<file path="src/rtl/my_serial_adder.sv">
`default_nettype none
// ============================================================================
// Module      : my_serial_adder
// Description : Bit-serial WIDTH-bit adder, one full-adder slice and a carry
//               flop, LSB first, with a start/busy/done handshake.
//               Optional subtract mode is enabled by MY_SERIAL_ADDER_SUB_EN.
// Revision    : 1.0 - initial release
// ============================================================================
module my_serial_adder #(
    parameter int WIDTH = 8
) (
    input  logic             clk,
    input  logic             rst,
    input  logic             start,
    input  logic [WIDTH-1:0] a,
    input  logic [WIDTH-1:0] b,
    input  logic             cin,
`ifdef MY_SERIAL_ADDER_SUB_EN
    input  logic             sub,
`endif
    output logic             busy,
    output logic             done,
    output logic [WIDTH-1:0] r,
    output logic             cout
);

    localparam int CNT_W = $clog2(WIDTH + 1);
    localparam logic [CNT_W-1:0] LAST_CNT = CNT_W'(WIDTH - 1);

    typedef enum logic [0:0] {
        IDLE = 1'b0,
        RUN  = 1'b1
    } state_t;

    state_t             state;
    state_t             state_next;
    logic               accept;
    logic               last_bit;

    logic [WIDTH-1:0]   a_sh;
    logic [WIDTH-1:0]   b_sh;
    logic               carry;
    logic [CNT_W-1:0]   cnt;
    logic [WIDTH-1:0]   acc;
    logic [WIDTH-1:0]   acc_next;

    logic               sum_bit;
    logic               carry_next;
    logic [WIDTH-1:0]   b_load;
    logic               carry_load;

    // Operand B and the initial carry as captured on the accepting edge.
`ifdef MY_SERIAL_ADDER_SUB_EN
    assign b_load     = sub ? ~b : b;
    assign carry_load = sub ? 1'b1 : cin;
`else
    assign b_load     = b;
    assign carry_load = cin;
`endif

    assign sum_bit    = a_sh[0] ^ b_sh[0] ^ carry;
    assign carry_next = (a_sh[0] & b_sh[0]) | (a_sh[0] & carry) | (b_sh[0] & carry);

    // New sum bits enter at the MSB so the result is aligned after WIDTH shifts.
    generate
        if (WIDTH == 1) begin : g_acc_single
            assign acc_next = sum_bit;
        end else begin : g_acc_multi
            assign acc_next = {sum_bit, acc[WIDTH-1:1]};
        end
    endgenerate

    always_ff @(posedge clk) begin
        if (rst) begin
            state <= IDLE;
        end else begin
            state <= state_next;
        end
    end

    always_comb begin
        state_next = state;
        accept     = 1'b0;
        last_bit   = 1'b0;
        case (state)
            IDLE: begin
                if (start) begin
                    accept     = 1'b1;
                    state_next = RUN;
                end
            end
            RUN: begin
                if (cnt == LAST_CNT) begin
                    last_bit   = 1'b1;
                    state_next = IDLE;
                end
            end
            default: state_next = IDLE;
        endcase
    end

    assign busy = (state == RUN);

    always_ff @(posedge clk) begin
        if (rst) begin
            a_sh  <= '0;
            b_sh  <= '0;
            carry <= 1'b0;
            cnt   <= '0;
            acc   <= '0;
            r     <= '0;
            cout  <= 1'b0;
            done  <= 1'b0;
        end else begin
            done <= 1'b0;
            if (accept) begin
                a_sh  <= a;
                b_sh  <= b_load;
                carry <= carry_load;
                cnt   <= '0;
            end else if (state == RUN) begin
                a_sh  <= a_sh >> 1;
                b_sh  <= b_sh >> 1;
                carry <= carry_next;
                acc   <= acc_next;
                cnt   <= cnt + CNT_W'(1);
                // Visible outputs only change on completion, never mid-run.
                if (last_bit) begin
                    r    <= acc_next;
                    cout <= carry_next;
                    done <= 1'b1;
                end
            end
        end
    end

endmodule
`default_nettype wire
</file>
<file path="config.mk">
export PLATFORM = sky130hd
export DESIGN_NAME = my_serial_adder
export DESIGN_NICKNAME = d
export VERILOG_FILES = /design/src/rtl/my_serial_adder.sv
export SDC_FILE = /design/constraint.sdc
export NUM_CORES = 1
export LEC_CHECK = 0
export CORE_MARGIN = 1
export CORE_UTILIZATION = 25
export DETAILED_ROUTE_END_ITERATION = 12
export PLACE_DENSITY = 0.56
export SYNTH_ARGS = -nofsm -noshare
export SYNTH_HDL_FRONTEND = slang
export SYNTH_SLANG_ARGS = --single-unit
</file>
<file path="constraint.sdc">
create_clock -name clk -period 1.9 [get_ports clk]
set_clock_uncertainty 0.2 [all_clocks]
set_input_delay 0.38 -clock clk [delete_from_list [all_inputs] [get_ports clk]]
set_output_delay 0.38 -clock clk [all_outputs]
set_load 0.02 [all_outputs]
</file>
==> flow_metrics.py <==
metrics = {
    "finish": {
        "fin_util": 0.336,
        "nFillCells": 663,
        "register_area_um2": 782,
        "multiInputGateArea_um2": 856,
        "final_common_cell": "dfxtp_1",
        "final_cell_mix": "38 x dfxtp_1, 30 x clkdlybuf4s50_1, 27 x nor2_1",
        "stdcell_area_um2": 2180,
        "drive_gt1_frac": 0.191,
        "area_growth_pct": 26.2,
        "diodes": 0,
        "num-nets-final": 215,
    },
    "floorplan": {
        "num_rows": 29,
        "design.portCount": 31,
        "start_util": 0.266,
        "core_um2": 6490,
        "die_w_um": 85.2,
        "die-area_um2": 7250,
        "die_y_um": 85.2,
    },
    "synthesis": {
        "synthDistinctLibCells": 23,
        "yosysSeqAreaShare": 0.452,
        "synth-simple-area-share": 0.135,
        "synth.ff_latch_count": 39,
        "avgSynthCellArea_um2": 10.7,
        "muxShareOfSynthArea": 0.273,
        "synth_nets": 184,
        "synth-warning-count": 0,
        "synth_top_family_by_area": "multiplexers",
        "synth_compound_area_frac": 0.0637,
        "postSynthCellCount": 162,
        "synth_area_um2": 1730,
        "synth_fa_ha_area_frac": 0.0188,
        "synth-xor-area-share": 0.00507,
    },
    "cts": {
        "postCtsHoldBufs": 0,
        "cts_sinks": 39,
        "clk_latency_ns": 0.28,
        "cts_tree": "built",
        "cts_max_path_buffers": 2,
        "clk_pin_slew_worst_paths_ns": 0.07,
        "cts_buffers": 5,
        "cts_resized": 0,
        "htreeDepth": 2,
        "cts_setup_buffers": 0,
        "cts_root_buf": "clkbuf_8",
    },
    "drt": {
        "wl_um": 3220,
        "drt_iter0_drc": 42,
        "wl_per_cell_um": 11.9,
        "drc": 0,
        "first_pass_iters": 4,
        "drt.antenna.violating_nets": 0,
        "num_vias": 1174,
        "viasPerCell": 4.33,
    },
    "worst_setup_path": {
        "critical_path_class": "reg -> out",
        "slowest_stage": "clkdlybuf4s50_1",
        "start_kind": "flop",
        "cpPeakStageDelay_ns": 0.62,
        "cp.required_ns": 1.32,
        "cpLargestDelayFamily": "buffers and inverters",
        "worstPathCellList": "clkdlybuf4s50_1",
        "crit_buf_inv": 1,
        "critPathLaunch": "cout$_SDFFE_PP0P_",
        "crit_arrival_ns": 1.23,
        "crit_path_max_fanout": 2,
        "reg2reg_from": "cnt[0]$_SDFFE_PP0P_",
        "worst_setup_path_end_kind": "output pin",
    },
    "timing": {
        "setup_viol": 0,
        "whs_ns": 0.255,
        "fin_tns_setup_ns": 0,
        "grt_setup_unrepaired": "false",
        "drv_slew": 0,
        "final.setup.worst_slack_ns": 0.0881,
        "min_period_ns": 1.81,
        "hold_viol_final": 0,
        "fmax_mhz": 552,
        "tightest_slew_ns": 0.406,
        "period_share": 0.954,
        "slew_headroom": 0.729,
    },
    "power": {
        "clock_power_share": 0.327,
        "switching_power_w": 0.000372,
        "p_int_w": 0.00123,
        "power_frac_seq": 0.539,
        "pwr_density_cell_nw_per_um2": 736,
        "power_switching_share": 0.232,
        "leakage_nw": 0.870,
        "combPwrFrac": 0.134,
        "vdd_drop_max_uv": 253,
    },
    "placed_design": {
        "pre_cts_ws_ns": -0.0119,
        "hpwl_um": 2130,
        "portBuffers": 30,
        "gp_congestion": 0.655,
        "placed_cell_area_um2": 2100,
    },
    "global_routing": {
        "grt_pass1_vias": 1221,
        "grt_use_total": 0.0969,
        "grt-ovfl-total": 0,
        "antenna_found_initial": 0,
        "grt_pass1_wl_um": 5560,
        "grt_max_degree": 40,
    },
    "worst_hold_path": {
        "hp-class": "reg -> reg",
        "hold_path_startpoint": "acc[1]$_SDFFE_PP0P_",
    },
    "job": {
        "cap_violations": 0,
    },
    "run_status": {
        "status": "finished clean",
    },
}
-- power by group through the flow --
stage	Clock, W	Combinational (W)	Sequential (W)
2_1_floorplan	0	0.000150	0.000882
3_5_place_dp	0	0.000217	0.000886
3_3_place_gp	0	0.000216	0.000885
5_1_grt	0.000589	0.000234	0.000871
4_1_cts	0.000558	0.000219	0.000867
6_report	0.000525	0.000215	0.000866
-- metal layers --
metal | global-route usage | wire, µm
met1 | 0.115 | 1570
met2 | 0.164 | 1510
met3 | 0.0331 | 110
met4 | 0.0324 | 25
met5 | 0 | 0
-- stage by stage --
| step | std cells | total power, W |
|---|---|---|
| floorplan | 162 | 0.00103 |
| global placement | 263 | 0.00110 |
| detailed placement | 263 | 0.00110 |
| CTS | 271 | 0.00164 |
| global route | 271 | 0.00169 |
| finish | 271 | 0.00161 |
-- cell type report --
type	count	share of cell area
Inverter	1	0.00172
Multi-Input combinational cell	111	0.392
Sequential cell	39	0.358
Timing Repair Buffer	35	0.166
Tap cell	77	0.0442
Clock buffer	7	0.0350
Clock inverter	1	0.00229
-- Yosys cell counts --
library cell	instances	area share
dfxtp_1	39	0.45
nor2_1	27	0.059
mux2i_1	25	0.14
nand2_1	19	0.041
mux2_4	14	0.12
a21oi_2	8	0.041
buf_6	5	0.033
a21oi_1	4	0.012
nor3_1	3	0.0087
buf_2	2	0.0058
buf_4	2	0.0087
clkbuf_1	2	0.0043
nor3b_1	2	0.0087
a211oi_2	1	0.0072
and4b_1	1	0.0058
fa_1	1	0.012
ha_1	1	0.0072
inv_1	1	0.0022
mux2_2	1	0.0065
nand3_1	1	0.0029
nand4b_2	1	0.0087
o21a_1	1	0.0043
xor2_1	1	0.0051
-- cells by family after synthesis --
group           count (synthesis)
xor+xnor                        1
fa+ha+maj                       2
mux                            40
buf+inv                        12
simple gates                   54
flops                          39
compound gates                 14
-- state kept, by name, indices dropped and copies added, names as in the netlist --
register and flops:
r 8, done 1, carry 1, b_sh 8
cnt 4, acc 7, busy 1, a_sh 8
cout 1
-- path summary, 6_finish.rpt --
kind	end	slack, ns	cells past startpoint
setup reg to reg	cout$_SDFFE_PP0P_	0.31	4
hold reg to reg	r[0]$_SDFFE_PP0P_	0.26	2
hold / removal	r[0]$_SDFFE_PP0P_	0.26	2
setup / recovery	cout	0.09	1
Note: power is estimated with default switching activity, not from simulation.
